$ cat src/rtl/aes_mc_pkg.sv
// Shared types and GF(2^8) helpers for the MixColumns engine.
package aes_mc_pkg;

  // Low byte of the AES reduction polynomial x^8 + x^4 + x^3 + x + 1.
  localparam logic [7:0] AES_POLY = 8'h1B;

  typedef logic [31:0]  aes_col_t;
  typedef logic [127:0] aes_state_t;

  typedef enum logic [1:0] {
    IDLE,
    XFORM,
    DONE
  } mc_state_e;

  // Multiply by x in GF(2^8), reducing modulo AES_POLY.
  function automatic logic [7:0] xtime(input logic [7:0] b);
    return {b[6:0], 1'b0} ^ (b[7] ? AES_POLY : 8'h00);
  endfunction

endpackage

$ cat src/rtl/mix_column_lane.sv
// Combinational single-column MixColumns / InvMixColumns transform.
// Byte r of the column sits at col_i[31-8r -: 8]; row 0 is the MSB byte.
module mix_column_lane
  import aes_mc_pkg::*;
(
  input  aes_col_t col_i,
  input  logic     enc_dec_i,
  output aes_col_t col_o
);

  logic [7:0] b  [4];
  logic [7:0] x2 [4];
  logic [7:0] x4 [4];
  logic [7:0] x8 [4];

  for (genvar r = 0; r < 4; r++) begin : g_row
    localparam int R1 = (r + 1) % 4;
    localparam int R2 = (r + 2) % 4;
    localparam int R3 = (r + 3) % 4;

    logic [7:0] enc_byte;
    logic [7:0] dec_byte;

    assign b[r]  = col_i[31-8*r -: 8];
    assign x2[r] = xtime(b[r]);
    assign x4[r] = xtime(x2[r]);
    assign x8[r] = xtime(x4[r]);

    // Row r of the forward matrix: {2,3,1,1} rotated right by r.
    assign enc_byte = x2[r] ^ (x2[R1] ^ b[R1]) ^ b[R2] ^ b[R3];

    // Row r of the inverse matrix: {E,B,D,9} rotated right by r.
    assign dec_byte = (x8[r]  ^ x4[r]  ^ x2[r])
                    ^ (x8[R1] ^ x2[R1] ^ b[R1])
                    ^ (x8[R2] ^ x4[R2] ^ b[R2])
                    ^ (x8[R3] ^ b[R3]);

    assign col_o[31-8*r -: 8] = enc_dec_i ? enc_byte : dec_byte;
  end

endmodule

$ cat src/rtl/mix_columns_seq.sv
// Sequential MixColumns / InvMixColumns over a full AES state, LANES
// columns per cycle, with a bypass path for the final cipher round.
//
// state | meaning
// IDLE  | waiting for an input state, in_ready high
// XFORM | transforming LANES columns per cycle in the working register
// DONE  | result valid on out_state, new input accepted when out_ready
module mix_columns_seq
  import aes_mc_pkg::*;
#(
  parameter int LANES = 4
) (
  input  logic         clk,
  input  logic         rst_n,
  input  logic         in_valid,
  output logic         in_ready,
  input  logic [127:0] in_state,
  input  logic         in_enc_dec,
  input  logic         in_bypass,
  output logic         out_valid,
  input  logic         out_ready,
  output logic [127:0] out_state,
  output logic         busy
);

  localparam int STEPS = 4 / LANES;
  localparam int SW    = (STEPS > 1) ? $clog2(STEPS) : 1;

  if (LANES != 1 && LANES != 2 && LANES != 4) begin : g_lanes_check
    $error("mix_columns_seq: LANES must be 1, 2 or 4 (got %0d)", LANES);
  end

  mc_state_e         state_q, state_d;
  logic [SW-1:0]     step_q, step_d;
  // Packed so that work_q[3] is column 0 (the MSB word of the state).
  logic [3:0][31:0]  work_q, work_d;
  logic              enc_q, enc_d;
  logic              out_valid_q, busy_q;

  logic [1:0]        col_idx  [LANES];
  aes_col_t          lane_in  [LANES];
  aes_col_t          lane_out [LANES];

  for (genvar l = 0; l < LANES; l++) begin : g_lane
    // Column handled by this lane in the current step; ~idx maps column
    // number to its packed slot in work_q.
    assign col_idx[l] = 2'(int'(step_q) * LANES + l);
    assign lane_in[l] = work_q[~col_idx[l]];

    mix_column_lane u_lane (
      .col_i     (lane_in[l]),
      .enc_dec_i (enc_q),
      .col_o     (lane_out[l])
    );
  end

  // Next-state, working-register update and input handshake.
  always_comb begin
    state_d  = state_q;
    step_d   = step_q;
    work_d   = work_q;
    enc_d    = enc_q;
    in_ready = 1'b0;

    case (state_q)
      IDLE: begin
        in_ready = 1'b1;
      end
      XFORM: begin
        for (int l = 0; l < LANES; l++) begin
          work_d[~col_idx[l]] = lane_out[l];
        end
        step_d = step_q + 1'b1;
        if (step_q == SW'(STEPS - 1)) begin
          state_d = DONE;
        end
      end
      DONE: begin
        in_ready = out_ready;
        if (out_ready) begin
          state_d = IDLE;
        end
      end
      default: begin
        state_d = IDLE;
      end
    endcase

    // Accept overrides the return to IDLE so DONE can chain without a bubble.
    if (in_valid && in_ready) begin
      work_d  = in_state;
      enc_d   = in_enc_dec;
      step_d  = '0;
      state_d = in_bypass ? DONE : XFORM;
    end
  end

  // State and datapath registers; async reset discards any operation.
  always_ff @(posedge clk or negedge rst_n) begin
    if (!rst_n) begin
      state_q     <= IDLE;
      step_q      <= '0;
      work_q      <= '0;
      enc_q       <= 1'b1;
      out_valid_q <= 1'b0;
      busy_q      <= 1'b0;
    end else begin
      state_q     <= state_d;
      step_q      <= step_d;
      work_q      <= work_d;
      enc_q       <= enc_d;
      out_valid_q <= (state_d == DONE);
      busy_q      <= (state_d == XFORM);
    end
  end

  assign out_valid = out_valid_q;
  assign busy      = busy_q;
  assign out_state = work_q;

endmodule

$ cat config.mk
export PLATFORM = sky130hd
export DESIGN_NAME = mix_columns_seq
export DESIGN_NICKNAME = d
export VERILOG_FILES = /design/src/rtl/aes_mc_pkg.sv /design/src/rtl/mix_column_lane.sv /design/src/rtl/mix_columns_seq.sv
export SDC_FILE = /design/constraint.sdc
export NUM_CORES = 1
export LEC_CHECK = 0
export CORE_MARGIN = 8
export CORE_UTILIZATION = 30
export DETAILED_ROUTE_END_ITERATION = 12
export PLACE_DENSITY = 0.61
export SETUP_SLACK_MARGIN = 0.15
export SYNTH_ARGS = -nofsm -noshare
export SYNTH_HDL_FRONTEND = slang
export SYNTH_SLANG_ARGS = --single-unit
$ cat constraint.sdc
create_clock -name clk -period 2.75 [get_ports clk]
set_clock_uncertainty 0.05 [all_clocks]
set_input_delay 0.4125 -clock clk [delete_from_list [all_inputs] [get_ports clk]]
set_output_delay 0.4125 -clock clk [all_outputs]
set_load 0.02 [all_outputs]
# Word level (Yosys, flattened, before mapping)
# Cells that the tools add are included.
[word_totals]
reg_bits = 134
elab_cells = 377
output_inout_bits = 131
[classes]
order_cmp = 6
n_mux = 89
n_bitwise = 259
n_addsub = 4
reduce_logical = 6
eq_ne = 4
[ops]
columns = ["operator", "n"]
rows = [
  ["XOR 8 bit", 256],
  ["bitwise mux 128 bit", 3],
  ["two-way mux 128 bit", 2],
  ["two-way mux 5 bit", 48],
  ["binary-select mux 32 bit (select 2 bit)", 3],
  ["demux 32 bit (select 2 bit)", 3],
  ["two-way mux 32 bit", 6],
  ["two-way mux 8 bit", 16],
  ["< comparator 2 x 3 -> 1 bit, second input constant", 3],
  ["two-way mux 2 bit", 4],
  [">= comparator 2 x 1 -> 1 bit, second input constant", 3],
  ["NOT 2 bit", 3],
  ["one-hot mux 2 bit (3 select lines)", 1],
  ["adder 1 x 1 -> 2 bit, both inputs constant", 2],
  ["== test 2 x 1 -> 1 bit, second input constant", 2],
  ["== test 2 bit, second input constant", 2],
  ["logical AND 1 bit", 4],
  ["adder 1 x 2 -> 2 bit, both inputs constant", 1],
  ["logical NOT 2 bit", 1],
  ["two-way mux 1 bit", 2],
  ["one-hot mux 1 bit (2 select lines)", 1],
  ["nonzero test 2 bit", 1],
  ["adder 1 bit, second input constant", 1],
]

# Logic depth before layout (Yosys ltp)
# Gate-level depths: netlist of run 1.
[logic_depth]
word_depth = 21
ltp_mapped = 8
ltp_nobuf = 7

# Modules after synthesis
# A second synthesis of run 1 with hierarchy kept.
[unflattened]
hier_cells = 1461
hier_area_um2 = 16089.2
[by_module_without_submodules]
columns = ["mod", "area_each_um2", "instances", "cells_each"]
rows = [
  ["mix_column_lane", 2303.5, 4, 257],
  ["mix_columns_seq", 6875.3, 1, 433],
]

# Worst setup path after synthesis of run 1
# No wires, ideal clock.
[synth_timing]
kind = "register to register"
startpoint = "register work_q, in the netlist out_state[109]"
endpoint = "register work_q, in the netlist out_state[123]"
path_stages_with_launch = 9
period_less_slack_ns = 2.553
slack_ns = 0.197
n_path_buf = 1
t_required_ns = 2.574
t_arrival_ns = 2.377
setup_ns = 0.126
path_cell_list = "dfrtp_1 > buf_2 > xnor3_1 > xnor2_1 > xnor3_1 > xnor2_1 > a21oi_1 > mux2i_1 > a221o_1"
[synth_via]
elab_chain_cells = 16
elab_cells_between_ends = 47
[synth_rtl]
columns = ["element", "line_no", "text"]
rows = [
  ["start: declaration", "mix_columns_seq.sv:36", "logic [3:0][31:0] work_q, work_d;"],
  ["start signal: assignment", "mix_columns_seq.sv:110", "work_q <= work_d;"],
  ["binary-select mux 32 bit (select 2 bit)", "mix_columns_seq.sv:48", "assign lane_in[l] = work_q[~col_idx[l]];"],
  ["two-way mux 32 bit (not written as such)", "mix_columns_seq.sv:48", ""],
  ["XOR 8 bit (2 in series)", "aes_mc_pkg.sv:18", "return {b[6:0], 1'b0} ^ (b[7] ? AES_POLY : 8'h00);"],
  ["two-way mux 5 bit", "aes_mc_pkg.sv:18", ""],
  ["XOR 8 bit", "aes_mc_pkg.sv:18", ""],
  ["XOR 8 bit (3 in series)", "mix_column_lane.sv:35", "^ (x8[R2] ^ x4[R2] ^ b[R2])"],
  ["XOR 8 bit", "mix_column_lane.sv:36", "^ (x8[R3] ^ b[R3]);"],
  ["two-way mux 8 bit", "mix_column_lane.sv:38", "assign col_o[31-8*r -: 8] = enc_dec_i ? enc_byte : dec_byte;"],
  ["bitwise mux 128 bit (2 in series)", "mix_columns_seq.sv:71", "work_d[~col_idx[l]] = lane_out[l];"],
  ["bitwise mux 128 bit *", "mix_columns_seq.sv:71", ""],
  ["two-way mux 128 bit *", "mix_columns_seq.sv:65", "case (state_q)"],
  ["two-way mux 128 bit *", "mix_columns_seq.sv:90", "if (in_valid && in_ready) begin"],
]
# Mark *: on every way between the ends. The rest lies on a longest branch, timed or not. The select of a mux whose other input is x is not followed.
# A chain may end at the register's enable or synchronous reset.

# Final worst setup path of run 1
[layout_timing]
startpoint = "register work_q, in the netlist out_state[46]"
endpoint = "register work_q, in the netlist out_state[36]"
[layout_via]
elab_chain_cells = 14
elab_cells_between_ends = 32
[layout_rtl]
columns = ["element", "line_no"]
rows = [
  ["binary-select mux 32 bit (select 2 bit)", "mix_columns_seq.sv:48"],
  ["two-way mux 32 bit (not written as such)", "mix_columns_seq.sv:48"],
  ["XOR 8 bit", "aes_mc_pkg.sv:18"],
  ["two-way mux 5 bit", "aes_mc_pkg.sv:18"],
  ["XOR 8 bit (2 in series)", "aes_mc_pkg.sv:18"],
  ["XOR 8 bit (2 in series)", "mix_column_lane.sv:36"],
  ["two-way mux 8 bit", "mix_column_lane.sv:38"],
  ["bitwise mux 128 bit (2 in series)", "mix_columns_seq.sv:71"],
  ["bitwise mux 128 bit *", "mix_columns_seq.sv:71"],
  ["two-way mux 128 bit *", "mix_columns_seq.sv:65"],
  ["two-way mux 128 bit *", "mix_columns_seq.sv:90"],
]
# Marks and branches as above.

==> out/results.ini, run 1 <==
[clock_network]
cts_max_level=4
post-cts-setup-buffer-count=0
cts_made_buffers=17
clockBufferDepth=2
cts_tree=done
clock_insertion_delay_worst_skew_ps=490
root_buffer=clkbuf_16
clkTransAtPathRegs_ps=70
cts_sinks=134

[final_layout]
fin_nets=2102
area_growth_syn_to_layout_pct=30.0
drive_gt1_share_pct=12.3
insertedDiodeCount=0
fill_cells=5164

[worst_hold_path]
whs_endpoint=enc_q
hp-class=in2reg
min_path_cells=3
hold_start=in_enc_dec

[critical_path]
critPathLaunchType=flop
timing.rr.start=out_state[46]
crit_chain=xor3_1, xnor3_2, xnor3_2, xnor2_2, xnor2_1, o211ai_1, o221a_2
r2r_cells=7
path_common_cell=xnor3_2
cp.arrival_ps=2890
crit_type=reg2reg
slowest_stage=dfrtp_1
end_kind=flop
slowest_delay_ps=640
crit_required_ps=3140
crit_buf_inv=0
r2r-end=out_state[36]
r2r_setup_slack_ps=240
cp_top_family=XOR/XNOR gates
worst-path-max-fanout=9

[global_routing]
grt_usage_pct=18.7
grt_start_max_net_pins=106
antenna_found_initial=2
grt-ovfl-total=0
first_global_vias=13500
grt_pass1_wl_microns=86200

[yosys]
synth_most_common_cell=xnor2_1
synth_cell_types=49
ys_warn_count=0
async_flop_share_pct=100
yosysTopAreaCellShare_pct=30.6
synth_flop_cell=dfrtp_1
yosys.area.top_type=xnor2_1
synthTopCellsByArea=xnor2_1, dfrtp_1, xor2_1
synth-edff-count=0
syn_area_per_cell_sq_um=9.46
synth_area_sq_mm=0.0159
ys_ff_latch=134
synthesis.nets=1814
netlist_top_cells_count=xnor2_1, xor2_1, o21ai_0
syn_inst=1680
ys_seq_area_share_pct=21.1

[place]
io_buffer_count=264
dp_hpwl_microns=44500
place.gp.congestion=0.924

[detailed_routing]
drt_first_iter_violations=757
ant_nets=0
route.detailed.drc=0
firstDrtPassIters=5
wl_per_cell_microns=21.3
num_vias=12600
wirelength_microns=57000
viasPerCell=4.73

[die]
coreArea_sq_mm=0.0524
num_io_pins=265
dieHeight_microns=246
start_util_pct=30.3
die_area_sq_mm=0.0606
rows=84
dieWidth_microns=246

[timing]
finalSetupViolCount=0
holdWs_ps=389
finalSetupTns_ps=0
tightest_slew_ps=731
slew_viol_final=0
relSlewSlack_pct=51.1
rsz0062_at_grt=true
post-route-period-util_pct=91.2
fmaxAchievable_mhz=399
period_minus_slack_ps=2510
hold_viol_final=0

[flow_run]
drv_cap=0

[run_status]
status=completed

[registers in the layout (all words and copies together), names as in the netlist]
register and flops:
state_q 2, out_valid 1, step_q 1, busy 1, out_state 128, enc_q 1
[layout make-up]
cell class / count / area (sq um) / area share [%]
clock buffers: 23 / 478 / 2.31
clock inverters: 9 / 148 / 0.715
multi-input cells: 1371 / 11700 / 56.8
flip-flops and latches: 134 / 3360 / 16.3
repair buffers: 441 / 4080 / 19.7
well taps: 688 / 861 / 4.17
inverters: 3 / 11.3 / 0.0545
[stage by stage]
stage	utilization, %	cell area (sq um)	setup slack (ps)	std cells
after floorplan	-	15900	197	1680
after global placement	38.1	20000	175	2636
after detailed placement	38.1	20000	137	2636
after CTS	39.3	20600	195	2669
after global routing	39.4	20700	147	2669
final	39.4	20700	242	2669
[routing by layer]
metal / GRT usage [%] / part of all wire, % / up-vias
li1: - / - / 5997
met1: 24.3 / 45 / 6228
met2: 30.9 / 48 / 339
met3: 4.03 / 5.2 / 60
met4: 5.64 / 1.9 / 2
met5: 0 / 0.023 / -
[worst reg2reg max path, delay by kind of cell (launching register included)]
kind	cells	cell delay, ps
XOR/XNOR	5	1400
flip-flops	1	640
AO/OA/AOI/OAI	2	370
[repair_timing]
action	in CTS	in global routing
hold endpoints to repair	43	0
hold buffers	1	0
resized for setup	0	8
endpoints found under the setup margin	0	12
[worst max-delay path by stage]
| stage | startpoint | to | slack (ps) | depth (start not counted) |
|---|---|---|---|---|
| after floorplan | out_state[109] | out_state[123] | 200 | 8 |
| after global placement | in_valid | out_state[19] | 170 | 5 |
| after detailed placement | in_valid | out_state[11] | 140 | 5 |
| after CTS | out_state[53] | out_state[36] | 190 | 7 |
| after global routing | out_state[94] | out_state[82] | 150 | 7 |
| final | out_state[46] | out_state[36] | 240 | 7 |
[logic make-up (layout without fill, tap and decap cells)]
family	after synthesis	in the layout	synth area share, %
buffers and inverters	175	476	5.40
DFF	134	134	21.1
and+or+nand+nor	207	207	5.08
muxes	69	69	4.36
xor gates and xnor gates	842	842	54.8
AOI/OAI and AO/OA	253	253	9.25
[cells in the final DEF (no fill, tap or decap), types with 11 or more instances in the layout]
cell and count:
buf_4 168, clkbuf_16 17, xor2_1 183, xor3_1 17, mux2i_1 66, clkdlybuf4s50_1 263
dfrtp_1 129, o21ai_0 146, xnor3_1 66, nor2_1 66, nand2_1 127, xnor2_2 12
o22ai_1 11, xnor2_1 554, a22oi_1 30, a21oi_1 23
Power of run 1 is not shown: default switching activity piles up to over one toggle a cycle in this logic, so the estimate is an artifact.
==> inputs of run 2 (changes only) <==
CORE_UTILIZATION = 50   (was 30)
PLACE_DENSITY = 0.87   (was 0.61)
==> run 2 against run 1 <==
Net effect: via count rose by 2.7%; sequential share of layout area up 0.45 points; critical path depth up 1; core utilization is 25 points higher; largest cell class unchanged.
==> out/results.ini, run 2 (same netlist as run 1, synthesis figures left out) <==
[detailed_routing]
wirelength_microns=52000
route.met2.wl_microns=25300
route.detailed.drc=0
top_layer_used=met5
dr_wl_met3_microns=3470
firstDrtPassIters=5
viasPerCell=5.51
drt_first_iter_violations=825
ant_nets=0
num_vias=13000
wl_per_cell_microns=22.1
wl_met1_microns=21500

[place]
dpl_cell_area_sq_mm=0.0194
dp_hpwl_microns=39200
dpl.cell_count=2319
place.gp.congestion=0.949
io_buffer_count=264

[timing]
finalSetupViolCount=0
rsz0062_at_grt=true
period_minus_slack_ps=2560
post-route-period-util_pct=93.0
relSlewSlack_pct=49.2
fmaxAchievable_mhz=391
slew_viol_final=0
tightest_slew_ps=757
hold_viol_final=0
finalSetupTns_ps=0

[die]
rows=65
dieWidth_microns=194
dieHeight_microns=194
coreArea_sq_mm=0.0315
start_util_pct=50.5
num_io_pins=265
die_area_sq_mm=0.0378

[flow_run]
drv_cap=0

[run_status]
status=completed

[clock_network]
cts_tree=done
cts_max_level=4
cts_sinks=134
clkTransAtPathRegs_ps=60
clock_insertion_delay_worst_skew_ps=450
clockBufferDepth=2
cts_made_buffers=17
root_buffer=clkbuf_16

[global_routing]
grt-ovfl-total=0
first_global_vias=14000
grt_usage_pct=27.3
grt_start_max_net_pins=106
antenna_found_initial=5
grt_pass1_wl_microns=81700

[worst_hold_path]
min_path_cells=3
hp-class=in2reg

[final_layout]
fin_area_sq_mm=0.0201
fill_cells=2504
fin_cells=2354
most-common-layout-cells=xnor2_1, clkdlybuf4s50_1, xor2_1
final_common_cell=xnor2_1
area_growth_syn_to_layout_pct=26.5
fin_nets=2073
drive_gt1_share_pct=11.6
largest_register_ffs=128

[critical_path]
end_kind=flop
r2r_cells=8
crit_required_ps=3020
critPathLaunchType=flop
crit_type=reg2reg
worst-path-max-fanout=6
cp.arrival_ps=2820

-- run 2: through the flow --
stage,util (%),worst slack [ps],hold slack [ps]
floorplan,-,197,66.9
global placement,61.6,301,445
finish,63.9,193,414
detailed placement,61.6,181,447
global route,63.9,91.0,444
CTS,63.5,155,406
-- run 2: metal layers --
metal / global-route usage (%) / up-vias
met5: 0 / -
met4: 10.4 / 6
met3: 6.37 / 132
met2: 45.7 / 522
met1: 33.8 / 6384
li1: - / 5927
-- run 2: repair_timing --
action,4_1_cts,5_1_grt
hold buffers,1,0
resized for setup,0,18
setup buffers,0,2
setup endpoints to repair,0,17
endpoints found under the hold margin,63,0
-- run 2: area by class of cell --
class / instances / area, sq um / share of cell area [%]
multi-input combinational: 1371 / 11800 / 58.6
timing repair buffer: 412 / 3830 / 19.0
sequential: 134 / 3370 / 16.7
tap: 402 / 503 / 2.50
clock buffer: 21 / 480 / 2.39
clock inverter: 9 / 125 / 0.622
inverter: 3 / 11.3 / 0.0560
antenna: 2 / 5.00 / 0.0249
-- run 2: final timing paths --
kind / startpoint / to / slack (ps)
worst max-delay path: out_state[53] / out_state[32] / 190
min in group asynchronous: rst_n / out_state[86] / 520
worst min register to register: step_q / state_q[1] / 510
worst max register to register: out_state[53] / out_state[32] / 190
worst min-delay path: in_enc_dec / enc_q / 410
max in group asynchronous: rst_n / out_state[22] / 1320
-- run 2: critical path: stages (launching register included) --
cell and delay, ps:
dfrtp_1 470, buf_4 210, xnor2_1 470, xor2_1 360, xnor2_1 110, o21ai_0 320, xnor2_1 180, mux2i_1 170
o21ai_0 80
Power of run 2 is left out for the same reason.
